<file path="src/rtl/pc_sequencer_pkg.sv">
// ============================================================================
// pc_sequencer_pkg : shared widths, reset PC and FSM encoding
// Rev 1.0
// ============================================================================
`default_nettype none

package pc_sequencer_pkg;

  localparam int unsigned   SEQ_W        = 16;
  localparam logic [15:0]   SEQ_RESET_PC = 16'h0000;

  typedef enum logic [1:0] {
    IDLE   = 2'd0,
    FETCH  = 2'd1,
    HOLD   = 2'd2,
    HALTED = 2'd3
  } state_t;

endpackage

`default_nettype wire

</file>
<file path="src/rtl/pc_add16.sv">
// ============================================================================
// pc_add16 : combinational a + b modulo 2^16 (carry out discarded)
// Rev 1.0
// ============================================================================
`default_nettype none

module pc_add16 (
  input  logic [15:0] a,
  input  logic [15:0] b,
  output logic [15:0] sum
);

  assign sum = a + b;

endmodule

`default_nettype wire

</file>
<file path="src/rtl/pc_sequencer.sv">
// ============================================================================
// pc_sequencer : fetch/hold program-counter sequencer with jump and branch
// Rev 1.0
// ============================================================================
`default_nettype none

module pc_sequencer
  import pc_sequencer_pkg::*;
#(
  parameter int unsigned       W        = SEQ_W,
  parameter logic [W-1:0]      RESET_PC = SEQ_RESET_PC
) (
  input  logic         clk,
  input  logic         rst_n,
  input  logic         start,
  input  logic         halt,
  output logic         imem_req,
  output logic [W-1:0] imem_addr,
  input  logic         imem_ack,
  input  logic [W-1:0] imem_data,
  output logic [W-1:0] instr,
  output logic         instr_valid,
  input  logic         instr_ready,
  input  logic         jmp,
  input  logic [W-1:0] jmp_target,
  input  logic         br_taken,
  input  logic [W-1:0] br_offset,
  output logic [W-1:0] pc,
  output logic         busy
);

  state_t       state_q, state_d;
  logic [W-1:0] pc_q, pc_d;
  logic [W-1:0] instr_q, instr_d;
  logic         instr_valid_q, instr_valid_d;

  logic         accept;
  logic [W-1:0] add_b;
  logic [W-1:0] pc_sum;

  // Single adder serves both sequential (+1) and relative-branch updates.
  assign add_b = br_taken ? br_offset : W'(1);

  pc_add16 u_pc_add16 (
    .a   (pc_q),
    .b   (add_b),
    .sum (pc_sum)
  );

  assign accept = (state_q == HOLD) && instr_valid_q && instr_ready;

  always_comb begin
    state_d       = state_q;
    pc_d          = pc_q;
    instr_d       = instr_q;
    instr_valid_d = instr_valid_q;

    case (state_q)
      IDLE: begin
        if (start) state_d = FETCH;
      end
      FETCH: begin
        if (imem_ack) begin
          instr_d       = imem_data;
          instr_valid_d = 1'b1;
          state_d       = HOLD;
        end
      end
      HOLD: begin
        if (accept) begin
          instr_valid_d = 1'b0;
          pc_d          = jmp ? jmp_target : pc_sum;
          state_d       = halt ? HALTED : FETCH;
        end
      end
      HALTED: begin
        state_d = HALTED;
      end
      default: begin
        state_d = IDLE;
      end
    endcase
  end

  always_ff @(posedge clk or negedge rst_n) begin
    if (!rst_n) begin
      state_q       <= IDLE;
      pc_q          <= RESET_PC;
      instr_q       <= '0;
      instr_valid_q <= 1'b0;
    end else begin
      state_q       <= state_d;
      pc_q          <= pc_d;
      instr_q       <= instr_d;
      instr_valid_q <= instr_valid_d;
    end
  end

  // Outputs come straight from flops or a decode of the state register.
  assign imem_req    = (state_q == FETCH);
  assign imem_addr   = pc_q;
  assign pc          = pc_q;
  assign instr       = instr_q;
  assign instr_valid = instr_valid_q;
  assign busy        = (state_q != IDLE);

endmodule

`default_nettype wire

</file>
<file path="config.mk">
export PLATFORM = sky130hd
export DESIGN_NAME = pc_sequencer
export DESIGN_NICKNAME = d
export VERILOG_FILES = /design/src/rtl/pc_sequencer_pkg.sv /design/src/rtl/pc_add16.sv /design/src/rtl/pc_sequencer.sv
export SDC_FILE = /design/constraint.sdc
export NUM_CORES = 1
export LEC_CHECK = 0
export ABC_AREA = 1
export ABC_CLOCK_PERIOD_IN_PS = 4110
export BUFFER_PORTS_ARGS = -buffer_cell sky130_fd_sc_hd__buf_4
export CAP_MARGIN = 20
export CORE_ASPECT_RATIO = 0.5
export CORE_MARGIN = 5
export CORE_UTILIZATION = 45
export CTS_BUF_LIST = sky130_fd_sc_hd__clkbuf_8
export DETAILED_ROUTE_END_ITERATION = 16
export PLACE_DENSITY = 0.75
export SYNTH_ARGS = -nofsm -noshare
export SYNTH_HDL_FRONTEND = slang
export SYNTH_SLANG_ARGS = --single-unit
</file>
<file path="constraint.sdc">
create_clock -name clk -period 4.11 [get_ports clk]
set_clock_uncertainty 0.1 [all_clocks]
set_input_delay 0.6165 -clock clk [delete_from_list [all_inputs] [get_ports clk]]
set_output_delay 0.6165 -clock clk [all_outputs]
set_load 0.005 [all_outputs]
</file>
# Word level (Yosys, flattened, before mapping)
# Cells that the tools add are included.
word_totals:
  reg_bits: 35
  inputBits: 56
  out_inout_bits: 51
  word_cells: 30
op_classes:
  n_addsub: 1
  eq_ne: 6
  muxes: 10
  n_reduce_logical: 9
op_table:
  columns: ["op", "count"]
  rows:
  - ["$mux 16", 2]
  - ["$add 16x16->16", 1]
  - ["$mux 2", 4]
  - ["$pmux 2 s4", 1]
  - ["$reduce_and 3->1", 2]
  - ["$eq 2x2->1 const B", 2]
  - ["$ne 2x2->1 const B", 2]
  - ["$reduce_and 2->1", 2]
  - ["$reduce_bool 2->1", 2]
  - ["$eq 2x1->1 const B", 1]
  - ["$logic_and 1x1->1", 2]
  - ["$logic_not 2->1", 1]
  - ["$mux 1", 2]
  - ["$ne 2x1->1 const B", 1]
  - ["$pmux 1 s2", 1]

# Depth between registers and ports, before layout
# Gate-level depths: netlist (run 1).
depth:
  word_depth: 5
  ltp_mapped: 15
  depth_no_buf: 14

# Modules after synthesis
# A second synthesis (run 1) with hierarchy kept.
unflattened:
  cells_unflattened: 404
  hier_area_um2: 2806.4
by_module_without_submodules:
  columns: ["mod", "n_inst", "cells_per_inst", "area_each_um2", "seq_area_each_um2"]
  rows:
  - ["pc_sequencer", 1, 228, 1878.1, 875.8]
  - ["pc_add16", 1, 176, 928.4, 0.0]

# Worst setup path before layout (run 1)
# Ideal clock, no wire load.
synth_timing:
  path_kind: "input-to-reg"
  from: "input port br_taken"
  to: "register pc_q[12], in the netlist imem_addr[12]"
  setup_ps: 116
  t_arrival_ps: 2293
  required_time_ps: 3894
  path_slack_ps: 1601
  stages: 14
  n_path_buf: 2
  path_cell_list: "clkbuf_2 -> clkbuf_1 -> nand2_1 -> ha_1 -> fa_1 -> nand2_1 -> nand2_1 -> and2_4 -> nand3_1 -> nand3_1 -> nand2_1 -> nand3_1 -> nand2_1 -> nand2_1"
synth_between:
  elab_chain_len: 3
synth_lines:
  columns: ["item", "line", "text"]
  rows:
  - ["start, declared", "pc_sequencer.sv:26", "input logic br_taken,"]
  - ["$mux 16", "pc_sequencer.sv:42", "assign add_b = br_taken ? br_offset : W'(1);"]
  - ["$add 16x16->16", "pc_add16.sv:13", "assign sum = a + b;"]
  - ["$mux 16", "pc_sequencer.sv:72", "pc_d = jmp ? jmp_target : pc_sum;"]
  - ["end signal, assigned", "pc_sequencer.sv:93", "pc_q <= pc_d;"]
  - ["end, declared", "pc_sequencer.sv:33", "logic [W-1:0] pc_q, pc_d;"]
# No other way between the ends.
# A chain may end at the register's enable or synchronous reset.

# Worst setup path after layout (run 1)
layout_timing:
  from: "input port br_taken"
  to: "register pc_q[14], in the netlist imem_addr[14]"
# Same word-level chain as after synthesis.

==> results of run 1 <==
[flip-flops by register name, summed over array words and instances (netlist names)]
register     flops
instr           16
imem_addr       16
state_q          2
instr_valid      1
[stage by stage]
step / worst slack, ns / utilization (%)
after global routing: 1.69 / 62.2
after floorplan: 1.60 / -
final: 1.89 / 62.2
after detailed placement: 1.60 / 60.1
after CTS: 1.91 / 62.2
after global placement: 1.65 / 60.1
[worst max path at each step]
stage              from            end  slack (ns)  cells after the start
3_5_place_dp   br_taken  imem_addr[14]        1.60                     14
4_1_cts        br_taken  imem_addr[14]        1.91                     14
6_report       br_taken  imem_addr[14]        1.89                     14
5_1_grt        br_taken  imem_addr[14]        1.69                     14
3_3_place_gp   br_taken  imem_addr[14]        1.65                     14
2_1_floorplan  br_taken  imem_addr[12]        1.60                     14
[power groups by stage]
stage / clock network (uW) / registers, uW / logic [uW]
after global routing: 351 / 693 / 1400
after global placement: 0 / 662 / 1230
after CTS: 339 / 662 / 1250
after detailed placement: 0 / 662 / 1250
final: 327 / 660 / 1240
after floorplan: 0 / 653 / 802
[worst max-delay path, cell delays in order]
cell,delay [ns]
sky130_fd_sc_hd__buf_4,0.20
sky130_fd_sc_hd__nand2_1,0.09
sky130_fd_sc_hd__ha_1,0.21
sky130_fd_sc_hd__fa_1,0.38
sky130_fd_sc_hd__nand2_1,0.10
sky130_fd_sc_hd__nand2_1,0.09
sky130_fd_sc_hd__nand3b_1,0.09
sky130_fd_sc_hd__nand2_1,0.11
sky130_fd_sc_hd__nand2_1,0.10
sky130_fd_sc_hd__nand2_1,0.06
sky130_fd_sc_hd__nand2_1,0.06
sky130_fd_sc_hd__nand3_1,0.06
sky130_fd_sc_hd__nand2_1,0.09
sky130_fd_sc_hd__nand2_1,0.04
[kinds of logic after synthesis]
| logic type | synth area share [%] |
|---|---|
| fa+ha+maj | 7.83 |
| buf+inv | 15.0 |
| flops | 33.0 |
| simple gates | 36.8 |
| xor+xnor | 0.991 |
| compound gates | 6.41 |
[layer usage]
layer | wire [um] | up-vias | track usage (%)
li1 | - | 1399 | -
met1 | 3140 | 1154 | 23.5
met2 | 3110 | 75 | 29.8
met3 | 513 | 4 | 5.11
met4 | 47 | 0 | 3.96
met5 | 0 | - | 0
[area by class of cell]
cell class	instances	area, um2	share of cell area [%]
clock buffers	5	68.8	1.98
clock inverters	3	47.5	1.37
inverters	57	215	6.19
multi-input cells	288	1380	39.7
flip-flops and latches	35	876	25.2
well taps	73	91.3	2.63
repair buffers	106	796	22.9
[cell usage in the layout, fill, tap and decap left out]
cell type and instances:
sky130_fd_sc_hd__a31oi_1 2, sky130_fd_sc_hd__o21ai_1 1, sky130_fd_sc_hd__o31ai_1 1, sky130_fd_sc_hd__nor2_4 1, sky130_fd_sc_hd__nand3_2 1, sky130_fd_sc_hd__nor2_1 34
sky130_fd_sc_hd__a21oi_1 25, sky130_fd_sc_hd__nand2_1 165, sky130_fd_sc_hd__nor3_1 2, sky130_fd_sc_hd__buf_4 106, sky130_fd_sc_hd__or2_4 1, sky130_fd_sc_hd__nand3b_1 2
sky130_fd_sc_hd__or2_2 1, sky130_fd_sc_hd__clkinv_4 1, sky130_fd_sc_hd__nor3_2 2, sky130_fd_sc_hd__nand3_1 19, sky130_fd_sc_hd__inv_6 1, sky130_fd_sc_hd__o21ai_0 4
sky130_fd_sc_hd__inv_2 4, sky130_fd_sc_hd__fa_1 1, sky130_fd_sc_hd__and2_4 1, sky130_fd_sc_hd__clkbuf_8 5, sky130_fd_sc_hd__nor2_2 1, sky130_fd_sc_hd__ha_1 15
sky130_fd_sc_hd__xnor2_1 1, sky130_fd_sc_hd__xor2_1 2, sky130_fd_sc_hd__nand2_2 3, sky130_fd_sc_hd__nand4_1 2, sky130_fd_sc_hd__inv_1 52, sky130_fd_sc_hd__dfrtp_1 35
sky130_fd_sc_hd__bufinv_16 1, sky130_fd_sc_hd__or2_1 1, sky130_fd_sc_hd__clkinv_2 1
==> impl_metrics.csv, run 1 <==
group,metric,value,unit
status,run_status,"finished, final reports clean",
pwr,power.sequential.fraction,29.7,%
floorplan,initial_core_util,47.5,%
yosys,ys_async_sr_fraction,100,%
pwr,net-switching-power,922,uW
floorplan,die_x,119,um
yosys,synth_top_area_cell,"sky130_fd_sc_hd__dfrtp_1",
pwr,power.switching_fraction,41.4,%
layout,design.final.nets,565,
layout,num_antenna_cells,0,
sta,tightest_slew,0.679,ns
setup_path,regToRegSetupSlack,2.07,ns
layout,design_area,3470,um2
detailed_routing,iteration_count_of_the_initial_detailed_routing_pass,5,
layout,filler_cell_count,533,
clock_network,clk_pin_slew,0.09,ns
yosys,synth_fp_nets,478,
pwr,intPower,1300,uW
yosys,synth_enable_flop_cells,0,
grt,grt_pass1_wl,11.4,mm
setup_path,cp_data_required_time,4.20,ns
grt,track_usage,17.9,%
clock_network,worst_skew_pair_latency,0.29,ns
detailed_routing,post_detailed_route_drc_marker_count,0,
yosys,yosysWarningCount,0,
yosys,most_instantiated_library_cell_after_synthesis,"sky130_fd_sc_hd__nand2_1",
sta,layout_worst_path_cycle_share,54.1,%
clock_network,clock_tree.htree_level_count,2,
sta,holdWs,0.173,ns
floorplan,die_y,64.3,um
yosys,synth_area_per_cell,6.53,um2
placement,gp_congestion,0.863,
sta,grt_setup_unrepaired,"false",
detailed_routing,via_count,2632,
sta,final-hold-violation-count,0,
sta,final.min_clock_period,2.22,ns
clock_network,clock_path_buffers,2,
setup_path,arrival,2.31,ns
clock_network,cts_tree,"done",
detailed_routing,vias_per_cell,4.64,
pwr,power_density,641,nW/um2
sta,timing_max_transition_violations_final,0,
clock_network,cts_hold_repair.buffers,0,
setup_path,path_class,"in -> reg",
yosys,ys_ff_latch,35,
sta,setup_violations,0,
pwr,power_frac_comb,55.7,%
yosys,post_synth_inst_count,406,
floorplan,core_area,5590,um2
yosys,netlist_area,2650,um2
placement,io_buffer_count,106,
sta,max_freq,450,MHz
placement,dpl.hpwl,5.27,mm
pwr,static-leakage-power,0.00210,uW
detailed_routing,drt-initial-drc-count,128,
grt,grt_antenna_before_repair,0,
detailed_routing,route.antenna.remaining_nets,0,
sta,setup_total_negative_slack,0,ns
hold_path,min_path_type,"in -> async",
layout,share_of_final_layout_standard_cells_stronger_than_drive_strength_1,26.3,%
floorplan,row_count,19,
placement,placement.cell_area,3360,um2
yosys,synth_cell_type_count,33,
grt,vias_in_the_first_global_route,2515,
placement,placed_instances,559,
yosys,yosysSeqAreaShare,33.0,%
clock_network,cts-root-buf,"sky130_fd_sc_hd__clkbuf_8",
layout,areaGrowthSynthToFinish,31.0,%
yosys,fraction_of_post_synthesis_cell_area_in_the_top_cell_type_by_area,33.0,%
clock_network,post_cts.repair.setup_buffers,0,
detailed_routing,sum_of_routed_wire_length_over_all_layers,6.80,mm
yosys,synth.area.top_cells,"sky130_fd_sc_hd__dfrtp_1, sky130_fd_sc_hd__nand2_1, sky130_fd_sc_hd__inv_1",
setup_path,worst_reg_to_reg_cells,12,
pwr,power.clock.fraction,14.7,%
flow_run,max-cap-violations,0,
pwr,vdd.ir_drop.worst,0.317,mV
clock_network,cts_made_buffers,5,
yosys,synth.top_cells.by_count,"sky130_fd_sc_hd__nand2_1, sky130_fd_sc_hd__inv_1, sky130_fd_sc_hd__dfrtp_1, sky130_fd_sc_hd__nor2_1, sky130_fd_sc_hd__a21oi_1",
yosys,ys.flop_type,"sky130_fd_sc_hd__dfrtp_1",
setup_path,critical_path.reg2reg.startpoint,"imem_addr[0]",
setup_path,worstSetupEndpointType,"register",
grt,grt_start_max_net_pins,36,
setup_path,timing.critical_path.fanout_max,16,
grt,gr-total-overflow,0,
setup_path,setup.worst_path.start_class,"input pin",
setup_path,r2r-end,"imem_addr[14]",
floorplan,num_io_pins,107,
floorplan,design.die.area,7620,um2
pwr,p_total,2230,uW
clock_network,cts.sink_count,35,
detailed_routing,routed_wire_length_per_instance,12.0,um
sta,maxSlewHeadroom,54.7,%
clock_network,cts_resized,0,
layout,layout.cells.non_filler,567,
Power figures use the tool's default switching activity.
==> inputs of run 2 (changes only) <==
- ABC_CLOCK_PERIOD_IN_PS: 4110 -> 1900
- PLACE_DENSITY: 0.75 -> 0.78
- clock period: 4.11 -> 1.9 ns (I/O delays scaled with it)
==> run 2 against run 1 <==
Against the previous run: wire length grew 4.5%; critical path depth shrank 2; power grew 130%; cell count grew 3.2%; register-to-register slack lost 2.0 ns; global-route usage grew 0.47 points; first-iteration DRC count shrank 10%; critical path type is now reg -> reg; critical endpoint is now imem_addr[10]; highest routed layer unchanged.
==> impl_metrics.csv, run 2 (synthesized netlist as in run 1, its figures left out) <==
group,metric,value,unit
clock_network,cts.sink_count,35,
sta,tightest_slew,0.472,ns
setup_path,r2r-end,"imem_addr[10]",
clock_network,clock_tree.htree_level_count,2,
detailed_routing,routed_wire_length_per_instance,12.2,um
layout,share_of_final_layout_standard_cells_stronger_than_drive_strength_1,32.2,%
status,run_status,"finished, final reports clean",
sta,max_freq,544,MHz
sta,setup_violations,0,
setup_path,arrival,1.93,ns
setup_path,worst_reg_to_reg_cells,12,
sta,layout_worst_path_cycle_share,96.7,%
layout,areaGrowthSynthToFinish,40.1,%
layout,mostFrequentLayoutCell,"sky130_fd_sc_hd__nand2_1",
placement,placed_instances,574,
sta,final-hold-violation-count,0,
hold_path,whs_path_depth,3,
clock_network,cts_tree,"done",
flow_run,max-cap-violations,0,
floorplan,die_x,119,um
hold_path,holdCritStartpoint,"imem_data[11]",
pwr,vdd.ir_drop.worst,0.699,mV
floorplan,row_count,19,
setup_path,timing.critical_path.fanout_max,4,
detailed_routing,drt-initial-drc-count,115,
layout,filler_cell_count,506,
floorplan,design.die.area,7620,um2
setup_path,cp_data_required_time,2.00,ns
placement,gp_congestion,0.894,
floorplan,core_area,5590,um2
hold_path,min_path_type,"in -> reg",
grt,gr-total-overflow,0,
detailed_routing,iteration_count_of_the_initial_detailed_routing_pass,4,
placement,dpl.hpwl,5.47,mm
layout,design.final.nets,583,
clock_network,cts-root-buf,"sky130_fd_sc_hd__clkbuf_8",
sta,maxSlewHeadroom,68.5,%
floorplan,initial_core_util,47.5,%
clock_network,clock_path_buffers,2,
setup_path,path_class,"reg -> reg",
grt,grt_start_max_net_pins,36,
detailed_routing,post_detailed_route_drc_marker_count,0,
floorplan,num_io_pins,107,
sta,grt_setup_unrepaired,"true",
grt,grt_antenna_before_repair,0,
grt,vias_in_the_first_global_route,2657,
grt,grt_pass1_wl,11.8,mm
detailed_routing,sum_of_routed_wire_length_over_all_layers,7.11,mm
layout,mostFrequentLayoutCells,"sky130_fd_sc_hd__nand2_1, sky130_fd_sc_hd__buf_4, sky130_fd_sc_hd__inv_1",
setup_path,worstSetupEndpointType,"register",
grt,track_usage,18.4,%
setup_path,regToRegSetupSlack,0.06,ns
clock_network,worst_skew_pair_latency,0.29,ns
setup_path,critical_path.reg2reg.startpoint,"imem_addr[0]",
sta,timing_max_transition_violations_final,0,
layout,postLayoutCoreUtil,66.5,%
floorplan,die_y,64.3,um
hold_path,timing.hold.worst_endpoint,"instr[11]",
layout,num_antenna_cells,0,
clock_network,clk_pin_slew,0.09,ns
sta,final.min_clock_period,1.84,ns
setup_path,setup.worst_path.start_class,"register",
pwr,static-leakage-power,0.00220,uW
detailed_routing,route.antenna.remaining_nets,0,
detailed_routing,via_count,2730,
pwr,power_density,1400,nW/um2
clock_network,cts_made_buffers,5,
placement,io_buffer_count,106,
detailed_routing,vias_per_cell,4.67,
layout,layout.cells.non_filler,585,
[run 2: cell types whose count changed in the layout (fill, tap and decap cells not counted), moves of 2 or more]
cell,change
sky130_fd_sc_hd__nand2_1,-6
sky130_fd_sc_hd__a21oi_2,+2
sky130_fd_sc_hd__ha_4,+4
sky130_fd_sc_hd__ha_1,-5
sky130_fd_sc_hd__nand2_2,+6
sky130_fd_sc_hd__a21oi_1,-2
sky130_fd_sc_hd__buf_4,+16
sky130_fd_sc_hd__nand3_2,+2
sky130_fd_sc_hd__nand3_1,-2
[run 2: cell type report]
cell class | count | area (um2) | share of cell area (%)
well taps | 73 | 91.3 | 2.46
inverters | 57 | 215 | 5.79
multi-input cells | 288 | 1470 | 39.6
flip-flops and latches | 35 | 877 | 23.6
clock inverters | 3 | 47.5 | 1.28
clock buffers | 5 | 68.8 | 1.85
repair buffers | 124 | 946 | 25.5
[run 2: worst max-delay path: stages, from the launching register on]
cell and delay, ns:
sky130_fd_sc_hd__dfrtp_1 0.39, sky130_fd_sc_hd__ha_2 0.20, sky130_fd_sc_hd__fa_2 0.34, sky130_fd_sc_hd__nand2_2 0.09, sky130_fd_sc_hd__nand2_2 0.06, sky130_fd_sc_hd__nand3b_1 0.11
sky130_fd_sc_hd__nand2_2 0.10, sky130_fd_sc_hd__nand2_2 0.09, sky130_fd_sc_hd__nand2_1 0.05, sky130_fd_sc_hd__nand2_1 0.05, sky130_fd_sc_hd__nand3_1 0.06, sky130_fd_sc_hd__nand2_1 0.07
sky130_fd_sc_hd__nand2_1 0.04
[run 2: worst max path at each step]
stage,start,endpoint,slack [ns]
after floorplan,br_taken,imem_addr[14],-0.01
after global placement,br_taken,imem_addr[14],-0.14
after detailed placement,br_taken,imem_addr[14],-0.19
after CTS,imem_addr[0],imem_addr[14],0.02
after global routing,imem_addr[0],imem_addr[10],-0.07
final,imem_addr[0],imem_addr[10],0.06
[run 2: repair_timing]
item | 4_1_cts | 5_1_grt
hold endpoints to repair | 35 | 0
endpoints found under the setup margin | 0 | 11
setup buffers | 0 | 2
gates resized for setup | 0 | 15
hold buffers | 1 | 0
[run 2: metal layers]
layer / track usage [%] / share of wire (%)
met3: 5.02 / 6.5
met1: 24.1 / 47
met2: 31.0 / 46
met4: 3.68 / 0.68
met5: 0 / 0
[run 2: through the flow]
stage	setup slack (ns)	setup TNS (ns)	instance area, um2	hold WS, ns	total power, uW
final	0.0634	0	3720	0.0796	5190
after global routing	-0.0728	-0.288	3720	0.0829	5680
after CTS	0.0166	0	3620	0.0780	5060
after detailed placement	-0.189	-0.767	3490	0.179	4330
after global placement	-0.136	-0.446	3490	0.177	4270
after floorplan	-0.0100	-0.0100	2680	-0.111	3160
[run 2: where the power goes]
group          internal [uW]  switching, uW
Combinational           1570           1480
Sequential              1100            327
Clock                    398            320
Total                   3070           2130
